### src/rtl/hdmi_pixfeed_pkg.sv
// Shared definitions for the HDMI pixel feeder: state encodings, default pixel
// width and FIFO entry field positions.
package hdmi_pixfeed_pkg;

    localparam int unsigned BPP_DEF = 24;

    typedef enum logic [1:0] {
        SYNC  = 2'b00,
        ARMED = 2'b01,
        RUN   = 2'b10
    } state_t;

    // Entry layout is {sof, last, pixel}
    function automatic int unsigned sof_bit(input int unsigned bpp);
        return bpp + 1;
    endfunction

    function automatic int unsigned last_bit(input int unsigned bpp);
        return bpp;
    endfunction

endpackage

### src/rtl/hdmi_pixfeed_fifo.sv
// Synchronous first-word-fall-through FIFO; head entry is visible combinationally.
module hdmi_pixfeed_fifo #(
    parameter int unsigned LGFIFO = 5,
    parameter int unsigned DW     = 26
) (
    input  logic              clk,
    input  logic              reset,
    input  logic              push,
    input  logic              pop,
    input  logic [DW-1:0]     wdata,
    output logic [DW-1:0]     rdata_c,
    output logic              full_c,
    output logic              empty_c,
    output logic [LGFIFO:0]   fill
);

    localparam int unsigned DEPTH = 1 << LGFIFO;

    logic [DW-1:0]     mem [DEPTH];
    logic [LGFIFO-1:0] wr_ptr;
    logic [LGFIFO-1:0] rd_ptr;

    // Pointers and occupancy
    always_ff @(posedge clk) begin
        if (reset) begin
            wr_ptr <= '0;
            rd_ptr <= '0;
            fill   <= '0;
        end else begin
            if (push) wr_ptr <= wr_ptr + LGFIFO'(1);
            if (pop)  rd_ptr <= rd_ptr + LGFIFO'(1);
            case ({push, pop})
                2'b10:   fill <= fill + (LGFIFO+1)'(1);
                2'b01:   fill <= fill - (LGFIFO+1)'(1);
                default: fill <= fill;
            endcase
        end
    end

    // Storage carries no reset; contents are meaningless once the pointers clear
    always_ff @(posedge clk) begin
        if (push) mem[wr_ptr] <= wdata;
    end

    assign rdata_c = mem[rd_ptr];
    assign full_c  = (fill == (LGFIFO+1)'(DEPTH));
    assign empty_c = (fill == '0);

endmodule

### src/rtl/hdmi_pixfeed.sv
// Pixel source for the HDMI generator: buffers the upstream stream, serves one
// pixel per read strobe and locks the stream to the generator's frame timing.
module hdmi_pixfeed
    import hdmi_pixfeed_pkg::*;
#(
    parameter int unsigned LGFIFO = 5,
    parameter int unsigned BPP    = BPP_DEF
) (
    input  logic              i_pixclk,
    input  logic              i_reset,
    input  logic              i_valid,
    output logic              o_ready,
    input  logic [BPP-1:0]    i_pixel,
    input  logic              i_sof,
    input  logic              i_last,
    input  logic              i_rd,
    input  logic              i_newline,
    input  logic              i_newframe,
    output logic [BPP-1:0]    o_rgb_pix,
    output logic              o_locked,
    output logic              o_err,
    output logic [LGFIFO:0]   o_fill
);

    localparam int unsigned DW       = BPP + 2;
    localparam int unsigned DEPTH    = 1 << LGFIFO;
    localparam int unsigned SOF_POS  = sof_bit(BPP);
    localparam int unsigned LAST_POS = last_bit(BPP);

    logic [DW-1:0]    head;
    logic [DW-1:0]    wdata;
    logic             full;
    logic             empty;
    logic             push;
    logic             pop;
    logic [LGFIFO:0]  fill_nxt;
    logic             head_sof;
    logic             head_last;

    state_t           state_q, state_d;
    logic             first_q, first_d;
    logic             last_q, last_d;
    logic             err_d;
    logic [BPP-1:0]   rgb_d;

    assign wdata     = {i_sof, i_last, i_pixel};
    assign push      = i_valid && o_ready && !full;
    assign head_sof  = head[SOF_POS];
    assign head_last = head[LAST_POS];
    assign fill_nxt  = o_fill + (LGFIFO+1)'(push) - (LGFIFO+1)'(pop);

    hdmi_pixfeed_fifo #(
        .LGFIFO (LGFIFO),
        .DW     (DW)
    ) u_fifo (
        .clk     (i_pixclk),
        .reset   (i_reset),
        .push    (push),
        .pop     (pop),
        .wdata   (wdata),
        .rdata_c (head),
        .full_c  (full),
        .empty_c (empty),
        .fill    (o_fill)
    );

    // Next state, pop decision and error detection
    always_comb begin
        state_d = state_q;
        first_d = first_q;
        last_d  = last_q;
        pop     = 1'b0;
        err_d   = 1'b0;
        rgb_d   = '0;
        case (state_q)
            SYNC: begin
                if (!empty) begin
                    if (head_sof) state_d = ARMED;
                    else          pop     = 1'b1;
                end
            end
            ARMED: begin
                if (i_newframe) begin
                    state_d = RUN;
                    first_d = 1'b1;
                end
            end
            RUN: begin
                if (i_rd) begin
                    if (empty) begin
                        err_d = 1'b1;
                    end else if (head_sof && !first_q) begin
                        // SOF stays queued so SYNC can re-arm on it immediately
                        err_d = 1'b1;
                    end else begin
                        pop     = 1'b1;
                        first_d = 1'b0;
                        last_d  = head_last;
                        rgb_d   = head[BPP-1:0];
                    end
                end
                // Newline is judged against the pixel popped this cycle, if any
                if (!err_d && i_newline && !last_d) err_d = 1'b1;
                if (!err_d && i_newframe) begin
                    if (!empty && head_sof) first_d = 1'b1;
                    else                    err_d   = 1'b1;
                end
                if (err_d) state_d = SYNC;
            end
            default: state_d = SYNC;
        endcase
    end

    always_ff @(posedge i_pixclk) begin
        if (i_reset) begin
            state_q   <= SYNC;
            first_q   <= 1'b0;
            last_q    <= 1'b0;
            o_rgb_pix <= '0;
            o_err     <= 1'b0;
            o_locked  <= 1'b0;
            o_ready   <= 1'b0;
        end else begin
            state_q   <= state_d;
            first_q   <= first_d;
            last_q    <= last_d;
            o_rgb_pix <= rgb_d;
            o_err     <= err_d;
            o_locked  <= (state_d == RUN);
            o_ready   <= (fill_nxt != (LGFIFO+1)'(DEPTH));
        end
    end

endmodule
### config.mk
export PLATFORM = sky130hd
export DESIGN_NAME = hdmi_pixfeed
export DESIGN_NICKNAME = d
export VERILOG_FILES = /design/src/rtl/hdmi_pixfeed_pkg.sv /design/src/rtl/hdmi_pixfeed_fifo.sv /design/src/rtl/hdmi_pixfeed.sv
export SDC_FILE = /design/constraint.sdc
export NUM_CORES = 1
export LEC_CHECK = 0
export BUFFER_PORTS_ARGS = -buffer_cell sky130_fd_sc_hd__buf_2
export CORE_MARGIN = 2
export CORE_UTILIZATION = 34
export CTS_CLUSTER_SIZE = 16
export DETAILED_ROUTE_END_ITERATION = 16
export GPL_TIMING_DRIVEN = 0
export PLACE_DENSITY = 0.51
export SETUP_SLACK_MARGIN = 0.02
export SYNTH_ARGS = -nofsm -noshare
export SYNTH_HDL_FRONTEND = slang
export SYNTH_SLANG_ARGS = --single-unit
### constraint.sdc
create_clock -name i_pixclk -period 4.2 [get_ports i_pixclk]
set_clock_uncertainty 0.05 [all_clocks]
set_input_delay 0.21 -clock i_pixclk [delete_from_list [all_inputs] [get_ports i_pixclk]]
set_output_delay 0.21 -clock i_pixclk [all_outputs]
set_load 0.01 [all_outputs]
; ---- Word-level counts from Yosys, hierarchy flattened
; Memories as Yosys holds them, arrays and structs flattened. A register that Yosys moved wholly into a read port is not among the register bits.
; Cells that the tools add are included.
[word_totals]
ramBits = 832
reg_bits = 47
input_bits = 32
n_memories = 1
[op_classes]
n_mux = 36
n_bitwise = 2
add_sub_neg = 6
eq_ne = 8
n_reduce_logical = 20
[mem_list]
columns = memory, words, word_bits, read_ports, rd_clocked_by_memory_dff, wr, line_no
row1 = u_fifo.mem, 32, 26, 1, 1, 1, hdmi_pixfeed_fifo.sv:19  ; logic [DW-1:0] mem [DEPTH];
[ops]
columns = operator, count
row1 = $mux W1, 26
row2 = $pmux W6 S2, 1
row3 = $add A5 B1 Y5 const B, 2
row4 = $mux W5, 2
row5 = $mux W2, 4
row6 = $logic_and A1 B1 Y1, 7
row7 = $add A6 B1 Y6, 1
row8 = $add A6 B1 Y6 const B, 1
row9 = $eq A2 B2 Y1 const B, 3
row10 = $eq A6 B6 Y1 const B, 1
row11 = $logic_not A1 Y1, 6
row12 = $logic_not A6 Y1, 1
row13 = $ne A6 B6 Y1 const B, 1
row14 = $pmux W2 S3, 1
row15 = $sub A6 B1 Y6, 1
row16 = $sub A6 B1 Y6 const B, 1
row17 = $reduce_or A5 Y1, 1
row18 = $eq A2 B1 Y1 const B, 2
row19 = $pmux W1 S2, 2
row20 = $reduce_bool A2 Y1, 2
row21 = $logic_not A2 Y1, 1
row22 = $ne A2 B2 Y1 const B, 1
row23 = $not A1 Y1, 2
row24 = $reduce_and A2 Y1, 1
row25 = $reduce_or A2 Y1, 1

; ---- Longest topological paths before layout
; Gate-level depths: netlist (run 1).
[logic_depth]
ltp_word = 18
depth_mapped = 17
mapped_depth_nobuf = 16

; ---- Cells and area by module
; A second synthesis (run 1) with hierarchy kept.
[unflattened]
hier_cells = 1753
area_unflattened_um2 = 34017.6
[by_module_without_submodules]
columns = mod, cells_per_inst, area_each_um2, n_inst, seq_area_each_um2
row1 = hdmi_pixfeed_fifo, 1636, 32768.9, 1, 25404.4
row2 = hdmi_pixfeed, 117, 1248.7, 1, 620.6

; ---- Worst setup path before layout (run 1)
; Ideal clock, no wire load.
[synth_timing]
path_type = register -> register
from = register u_fifo.fill[2]
to = register u_fifo.fill[5]
arrival_time_ns = 3.096
setup_ns = 0.071
path_slack_ns = 0.983
path_stages_with_launch = 16
n_path_buf = 0
t_required_ns = 4.079
path_cell_list = dfxtp_1 inv_1 ha_1 and3_1 nand2_1 nand3_1 o22ai_4 ha_1 ha_1 a21o_1 a21oi_1 o21bai_1 a21oi_1 xnor2_1 or3_1 a21oi_1
[synth_between]
elab_chain_len = 6
word_cells_on_any_way = 14
[synth_lines]
columns = item, line_no
row1 = start: declaration, hdmi_pixfeed_fifo.sv:14  ; output logic [LGFIFO:0] fill
row2 = start signal: assignment, hdmi_pixfeed_fifo.sv:33  ; 2'b10: fill <= fill + (LGFIFO+1)'(1);
row3 = start signal: assignment, hdmi_pixfeed_fifo.sv:34  ; 2'b01: fill <= fill - (LGFIFO+1)'(1);
row4 = start signal: assignment, hdmi_pixfeed_fifo.sv:35  ; default: fill <= fill;
row5 = $logic_not A6 Y1 (*), hdmi_pixfeed_fifo.sv:47  ; assign empty_c = (fill == '0);
row6 = $mux W1, hdmi_pixfeed.sv:90  ; if (empty) begin
row7 = $mux W1, hdmi_pixfeed.sv:89  ; if (i_rd) begin
row8 = $pmux W1 S2 (*), hdmi_pixfeed.sv:75  ; case (state_q)
row9 = named net pop, hdmi_pixfeed.sv:35  ; logic pop;
row10 = $eq A2 B1 Y1 or $eq A2 B2 Y1 (tied branches), hdmi_pixfeed_fifo.sv:32  ; case ({push, pop})
row11 = $pmux W6 S2 or $reduce_bool A2 Y1 (tied branches), n/a
; Mark *: on every way through the listed nets, which the timed path passes. The rest lies on a longest branch.
; A chain may end at the register's enable or synchronous reset.

==> flow_summary.toml, run 1 <==
[sta]
relSlewSlack = 0.231
slew_violations = 0
period_share = 0.929
finalCriticalPeriod_ns = 3.90
hold_violations = 0
fmax_mhz = 256
tightest_slew_ns = 1.15
worst_slack_ns = 0.296
setup_violations = 0
holdWs_ns = 0.0252
rsz0062_at_grt = "no"

[yosys]
seq_area_frac_synth = 0.763
synth_warnings = 0
synth_cell_types = 50
synth_top_family_by_area = "multiplexers"
synthesis.nets = 1628
synth-compound-area-share = 0.0186
ys_ff_latch = 884
synth_fa_ha_area_frac = 0.00778
syn_area_sq_um = 34100
postSynthAreaPerCell_sq_um = 21.6
synthSimpleGateAreaFrac = 0.0237
ys.flop_type = "edfxtp_1"
async_flop_share = 0
synthMuxAreaShare = 0.169
synthCells = 1576
synth-xor-area-share = 0.00308
synth_edf_count = 832

[clocking]
clock_tree.root_cell = "clkbuf_16"
clk_path_buf_depth = 3
cts_buffers = 93
clk_pin_slew_worst_paths_ns = 0.06
post_cts_resized = 0
clk_latency_ns = 0.66
htreeDepth = 3
cts_tree = "yes"
clock-sinks = 884
cts_setup_buffers = 0

[place]
placed_cell_area_sq_um = 37100
place_congestion = 0.785
portBuffers = 64
place_ws_ns = 0.396
hpwl_microns = 55200

[finish]
fill_cells = 8760
layout_commonest_cell = "edfxtp_1"
design_area_sq_um = 40400
final_cell_mix = "832 x edfxtp_1, 222 x mux4_2, 94 x clkbuf_16, 87 x buf_2, 73 x mux2i_1"
fin_nets = 1837
final_util = 0.405
drive_above_1_share = 0.290
syn2layout_area_growth_pct = 18.4

[die]
core.rowCount = 116
num_io_pins = 65
die-area_sq_um = 103000
die_x_microns = 321
die_h_microns = 321
initial_core_util = 0.342
core_area_sq_um = 99700

[worst_setup_path]
arrival_ns = 4.43
cp_max_fo = 10
worstSetupPathType = "reg -> reg"
worst_setup_path_start_kind = "flop"
cp.required_ns = 4.72
end_kind = "flop"

[route]
vias = 16200
drt-initial-drc-count = 1564
dr.pass1.iters = 5
drc_errors = 0
postRouteAntennaNets = 0
wl_microns = 82700
avgViaCountPerCell = 5.14
routedWlPerCell_microns = 26.2

[outcome]
status = "completed"

[job]
cap_violations = 0

[global_route]
grt_usage = 0.162
overflow = 0
antenna_found_initial = 4
grt_pass1_wl_microns = 119000
grt_start_max_net_pins = 33
grt_pass1_vias = 17100

[power_and_ir_drop]
finalPower_mw = 20.9
leakage_nw = 12.4
powerDensity_nw_per_um2 = 519
max-vdd-ir-drop_uv = 410

[min_path]
hold_path.class = "in -> reg"
-- worst paths after layout --
check                  start  slack, ns            endpoint  cells after the start
setup / recovery        flop       0.30      u_fifo.fill[5]                     16
hold / removal         i_sof       0.03  u_fifo.mem[25][25]                      1
setup reg to reg        flop       0.30      u_fifo.fill[5]                     16
hold reg to reg   state_q[1]       0.43          state_q[0]                      1
-- per-stage QoR --
stage / TNS [ns] / cells
final: 0 / 3162
after global routing: 0 / 3162
after CTS: 0 / 3161
after detailed placement: 0 / 2970
after global placement: -495.20 / 2938
after floorplan: 0 / 1576
-- synthesized netlist by cell type (2+ instances only) --
library cell | n | area (sq um)
mux2i_1 | 73 | 731
or3_1 | 2 | 12.5
inv_1 | 14 | 52.6
buf_4 | 5 | 37.5
clkbuf_1 | 31 | 116
xor2_1 | 7 | 61.3
nand3_1 | 9 | 45.0
nor2b_1 | 31 | 194
and3_1 | 2 | 12.5
nand2_1 | 21 | 78.8
nand4_1 | 4 | 25.0
a22oi_1 | 7 | 52.6
a31o_2 | 2 | 17.5
nor2_1 | 89 | 334
buf_6 | 10 | 113
and2_1 | 2 | 12.5
a21o_1 | 4 | 30.0
dfxtp_1 | 52 | 1040
mux4_2 | 222 | 5000
o21ai_0 | 2 | 10.0
fa_1 | 2 | 40.0
ha_1 | 18 | 225
buf_2 | 23 | 115
mux2_2 | 4 | 45.0
edfxtp_1 | 832 | 25000
xnor2_1 | 5 | 43.8
nand3b_1 | 2 | 15.0
or2_2 | 2 | 12.5
a211oi_1 | 25 | 188
a31o_1 | 2 | 17.5
buf_1 | 11 | 41.3
or3b_2 | 2 | 17.5
nand2b_1 | 5 | 31.3
a21oi_1 | 38 | 190
-- state kept, by name, summed over array words and instances, names as in the netlist, named ones only --
register       flops
u_fifo.mem       832
o_err              1
first_q            1
u_fifo.wr_ptr      5
o_locked           1
u_fifo.rd_ptr      5
last_q             1
o_rgb_pix         24
o_ready            1
u_fifo.fill        6
state_q            2
-- worst max-delay path, cell delays in order (launching register included) --
cell	delay, ns
dfxtp_1	0.32
buf_2	0.20
buf_4	0.26
mux2i_1	0.31
nand2_1	0.09
nand3_1	0.12
a41oi_2	0.23
o22ai_4	0.38
ha_1	0.33
ha_1	0.27
a21o_1	0.17
a21oi_1	0.24
o21bai_1	0.12
a21oi_1	0.19
xnor2_1	0.09
or3_1	0.30
a21oi_1	0.14
-- cells by family (layout without fill, tap and decap cells) --
logic type,after synthesis,count (layout)
XOR/XNOR,12,12
flip-flops,884,884
adder cells (fa/ha/maj),20,20
other,0,1
buffers and inverters,94,381
AO/OA/AOI/OAI,94,94
AND/OR/NAND/NOR,173,173
multiplexers,299,299
-- layout make-up --
cell class	instances	area [sq um]	share of cell area
Timing Repair Buffer	114	1280	0.0318
Antenna cell	1	2.50	0.0000620
Clock buffer	117	2470	0.0613
Clock inverter	56	647	0.0160
Buffer	80	423	0.0105
Multi-Input combinational cell	598	7830	0.194
Inverter	14	52.6	0.00130
Tap cell	1298	1620	0.0402
Sequential cell	884	26000	0.645
-- what timing repair did --
| item | CTS | global route |
|---|---|---|
| setup endpoints to repair | 0 | 0 |
| hold buffers | 18 | 0 |
| hold endpoints to repair | 228 | 0 |
-- where the power goes --
group	switching, mW	total, mW	internal, mW
combinational	1.55	2.75	1.20
sequential	0.0597	9.83	9.77
clock	3.42	8.35	4.93
total	5.03	20.9	15.9
-- routing by layer --
layer  up-vias  GRT usage  part of all wire
met5         -          0           0.00040
met4         6     0.0434             0.021
met3       110     0.0285             0.053
met2       446      0.257              0.47
met1      8728      0.232              0.45
li1       6953          -                 -
Note: power is estimated with default switching activity, not from simulation.
==> run 2, diff against run 1 <==
PLACE_DENSITY = 0.55   (was 0.51)
==> run 2 against run 1 <==
Non-clock buffer count is 4 lower. Routed wire length is 0.26% lower. Design area is 0.45% lower. Via count is 0.47% higher. Sequential power hardly changed. Die area stayed put. First-iteration DRC count is 4.2% higher. Flip-flop and latch count stayed put. Count of clock-buffer cells in the layout is 5 higher. Critical path depth stayed put. Global-route usage hardly changed. Cell count is 0.25% lower. Largest power group unchanged. Highest routed layer unchanged.
==> flow_summary.toml, run 2 (synthesis gave the netlist of run 1 again) <==
[clocking]
clock-sinks = 884
clk_latency_ns = 0.66
cts_tree = "yes"
clk_pin_slew_worst_paths_ns = 0.06
htreeDepth = 3
cts_setup_buffers = 0
cts_buffers = 92
clock_tree.root_cell = "clkbuf_16"
clk_path_buf_depth = 3
cts_hold_buf = 14
post_cts_resized = 0

[min_path]
hold_path.class = "in -> reg"

[place]
hpwl_microns = 55100
place_ws_ns = 0.425
placed_cell_area_sq_um = 37100
portBuffers = 64
place_congestion = 0.811

[worst_setup_path]
critPathTopFamily = "compound AO/OA/AOI/OAI gates"
cp.required_ns = 4.71
worst_path_max_delay_cell = "o22ai_4"
crit_path_max_incr_delay_ns = 0.39
end_kind = "flop"
cp_max_fo = 10
crit_path_frequent_cell = "a21oi_1"
worst-path-buf-inv = 2
r2r_setup_slack_ns = 0.40
path_cells = "buf_2 -> buf_6 -> mux2i_1 -> a22oi_1 -> nand3_1 -> a41oi_2 -> o22ai_4 -> ha_1 -> ha_1 -> a21o_1 -> a21oi_1 -> o21bai_1 -> a21oi_1 -> xnor2_1 -> or3_1 -> a21oi_1"
arrival_ns = 4.31
worst_setup_path_start_kind = "flop"
worstSetupPathType = "reg -> reg"

[power_and_ir_drop]
leakage_nw = 12.2
max-vdd-ir-drop_uv = 297
finalPower_mw = 20.5
powerDensity_nw_per_um2 = 510

[route]
dr.pass1.iters = 7
drt-initial-drc-count = 1629
wl_microns = 82500
postRouteAntennaNets = 0
drc_errors = 0
avgViaCountPerCell = 5.17
vias = 16300
routedWlPerCell_microns = 26.1

[die]
core_area_sq_um = 99700
num_io_pins = 65
die-area_sq_um = 103000
core.rowCount = 116
die_x_microns = 321
initial_core_util = 0.342
die_h_microns = 321

[global_route]
grt_pass1_vias = 17300
grt_pass1_wl_microns = 119000
grt_usage = 0.162
antenna_found_initial = 4
grt_start_max_net_pins = 33
overflow = 0

[finish]
drive_above_1_share = 0.284
largest_reg_flops = 832
design_area_sq_um = 40200
final_cell_mix = "832 x edfxtp_1, 222 x mux4_2, 95 x clkbuf_16, 87 x buf_2, 73 x mux2i_1"
layout_commonest_cell = "edfxtp_1"
fin_nets = 1832
syn2layout_area_growth_pct = 17.9
regMostFlops = "u_fifo.mem"
top_regs = "u_fifo.mem x832, o_rgb_pix x24, u_fifo.fill x6"

[sta]
rsz0062_at_grt = "no"
finalCriticalPeriod_ns = 3.80
slew_violations = 0
tightest_slew_ns = 1.24
worst_slack_ns = 0.402
relSlewSlack = 0.171
setup_violations = 0
hold_violations = 0
fmax_mhz = 263
period_share = 0.904

[job]
cap_violations = 0

[outcome]
status = "completed"
## run 2: power by group
group          internal [mW]  switching, mW  leakage (nW)
clock network           4.56           3.38          1.42
registers               9.77         0.0600          7.90
logic                   1.20           1.51          2.93
## run 2: through the flow
step	hold slack, ns	util	std cells	setup TNS [ns]
floorplan	0.259	-	1576	0
CTS	0.00137	0.403	3153	0
global route	0.0257	0.403	3153	0
finish	0.0189	0.403	3154	0
detailed placement	0.424	0.372	2970	0
global placement	0.398	0.361	2938	-482.95
## run 2: per-layer routing
layer,up-vias,part of all wire,track usage
li1,6964,-,-
met1,8713,0.45,0.230
met2,521,0.47,0.256
met3,115,0.057,0.0280
met4,6,0.025,0.0492
met5,-,0.00050,0
## run 2: final timing paths
check / end / startpoint / depth (start not counted)
max: u_fifo.fill[5] / flop / 16
min: u_fifo.mem[29][0] / i_pixel[0] / 1
max reg2reg: u_fifo.fill[5] / flop / 16
min reg2reg: state_q[0] / state_q[1] / 1
## run 2: layout make-up
cell class	count	area, sq um
inverters	14	52.6
flip-flops and latches	884	26000
well taps	1298	1620
fillers	8670	59500
multi-input cells	598	7830
plain buffers	80	423
clock inverters	47	434
diodes	1	2.50
repair buffers	110	1260
clock buffers	122	2530
==> run 3, diff against run 2 <==
CTS_BUF_LIST = sky130_fd_sc_hd__clkbuf_8   (was unset)
PLACE_DENSITY = unset   (was 0.55)
PLACE_DENSITY_LB_ADDON = 0.3   (was unset)
==> run 3 against run 2 <==
First-iteration DRC count fell by 14%. Sequential share of layout area rose by 0.19 points. Die area did not move.
==> flow_summary.toml, run 3 (synthesis gave the netlist of run 1 again) <==
[route]
drt-initial-drc-count = 1395
postRouteAntennaNets = 0
avgViaCountPerCell = 5.08
vias = 16500
routedWlPerCell_microns = 25.2
dr.pass1.iters = 5
wl_microns = 82100
drc_errors = 0

[finish]
seq_area_sq_um = 26000
top_regs = "u_fifo.mem x832, o_rgb_pix x24, u_fifo.fill x6"
regMostFlops = "u_fifo.mem"
fin_nets = 1903
drive_above_1_share = 0.299
final_util = 0.402
layout_commonest_cell = "edfxtp_1"
largest_reg_flops = 832
final_cell_mix = "832 x edfxtp_1, 222 x mux4_2, 152 x clkbuf_8, 87 x buf_2, 73 x mux2i_1"
design_area_sq_um = 40100
multi_input_area_sq_um = 7830
fill_cells = 8738
syn2layout_area_growth_pct = 17.5

[clocking]
cts_buffers = 143
cts_tree = "yes"
htreeDepth = 4
cts_setup_buffers = 0
clk_latency_ns = 0.78
clock-sinks = 884
clk_pin_slew_worst_paths_ns = 0.06
clk_path_buf_depth = 3
clock_tree.root_cell = "clkbuf_8"

[place]
place_congestion = 0.806
portBuffers = 64
hpwl_microns = 54100
placed_cell_area_sq_um = 37100

[worst_setup_path]
arrival_ns = 4.55
worstSetupPathType = "reg -> reg"
worst_setup_path_start_kind = "flop"
worst_path_max_delay_cell = "o22ai_4"
path_cells = "buf_2 -> buf_4 -> mux2i_1 -> nand2_1 -> nand3_1 -> nand4_1 -> o22ai_4 -> ha_1 -> ha_1 -> a21o_1 -> a21oi_1 -> o21bai_1 -> a21oi_1 -> xnor2_1 -> or3_1 -> a21oi_1"
end_kind = "flop"
crit_path_max_incr_delay_ns = 0.37
cp.required_ns = 4.86
cp_max_fo = 10
crit_path_frequent_cell = "a21oi_1"

[global_route]
grt_usage = 0.162
antenna_found_initial = 2
use_met3 = 0.0410
top_usage_layer = "met2"
grt_pass1_wl_microns = 119000
grt_start_max_net_pins = 33
globalRouteMet1Util = 0.218
overflow = 0
met2_usage = 0.260
grt_pass1_vias = 17600

[job]
cap_violations = 0

[sta]
slew_violations = 0
relSlewSlack = 0.227
hold_violations = 0
tightest_slew_ns = 1.16
fmax_mhz = 257
finalCriticalPeriod_ns = 3.89
setup_violations = 0
period_share = 0.925
rsz0062_at_grt = "no"

[power_and_ir_drop]
powerDensity_nw_per_um2 = 487
leakage_nw = 12.4
max-vdd-ir-drop_uv = 361

[die]
die_x_microns = 321
core_area_sq_um = 99700
die_h_microns = 321
num_io_pins = 65
core.rowCount = 116
initial_core_util = 0.342
die-area_sq_um = 103000

[outcome]
status = "completed"

[min_path]
hold_path.class = "in -> reg"
## run 3: report_power, final
group | total (mW) | internal [mW] | leakage (nW) | switching, mW
Sequential | 9.84 | 9.78 | 7.90 | 0.0602
Combinational | 2.74 | 1.22 | 3.01 | 1.52
Clock | 6.94 | 3.56 | 1.52 | 3.38
Total | 19.5 | 14.5 | 12.4 | 4.96
## run 3: layout make-up
class / count / share of cell area
Sequential cell: 884 / 0.650
Multi-Input combinational cell: 598 / 0.195
Clock buffer: 152 / 0.0522
Tap cell: 1298 / 0.0405
Timing Repair Buffer: 130 / 0.0362
Clock inverter: 96 / 0.0140
Buffer: 80 / 0.0106
Inverter: 14 / 0.00131
Antenna cell: 1 / 0.0000625
## run 3: metrics by stage
| step | hold slack [ns] | cells | setup slack (ns) | power [mW] | TNS, ns |
|---|---|---|---|---|---|
| after detailed placement | 0.413 | 2970 | 0.415 | 12.8 | 0 |
| final | 0.285 | 3253 | 0.314 | 19.5 | 0 |
| after CTS | 0.194 | 3252 | 0.161 | 19.7 | 0 |
| after global routing | 0.268 | 3253 | 0.0723 | 20.3 | 0 |
| after global placement | 0.399 | 2938 | -0.740 | 12.7 | -432.03 |
| after floorplan | 0.259 | 1576 | 0.983 | 11.8 | 0 |
## run 3: worst max-delay path, delay by kind of cell (launching register included)
kind	cells	cell delay [ns]
AO/OA/AOI/OAI	6	1.19
flip-flops	1	0.30
adder cells (fa/ha/maj)	2	0.61
AND/OR/NAND/NOR	4	0.82
buffers and inverters	2	0.44
XOR/XNOR	1	0.09
multiplexers	1	0.30
## run 3: path summary, 6_finish.rpt
check,start,end,slack (ns),cells after the start
max,flop,u_fifo.fill[5],0.31,16
min,i_newframe,state_q[0],0.29,4
max reg2reg,flop,u_fifo.fill[5],0.31,16
min reg2reg,state_q[1],state_q[0],0.43,1
## run 3: metal layers
metal,part of all wire,wire (microns),up-vias
met5,0.00016,13,-
met1,0.44,35800,8780
met2,0.48,39500,542
met4,0.017,1430,2
met3,0.065,5350,107
li1,-,-,7106
## run 3: repair_timing
| item | 4_1_cts | 5_1_grt |
|---|---|---|
| endpoints found under the setup margin | 0 | 1 |
| endpoints found under the hold margin | 851 | 0 |
| resized for setup | 0 | 3 |
| hold buffers | 34 | 0 |
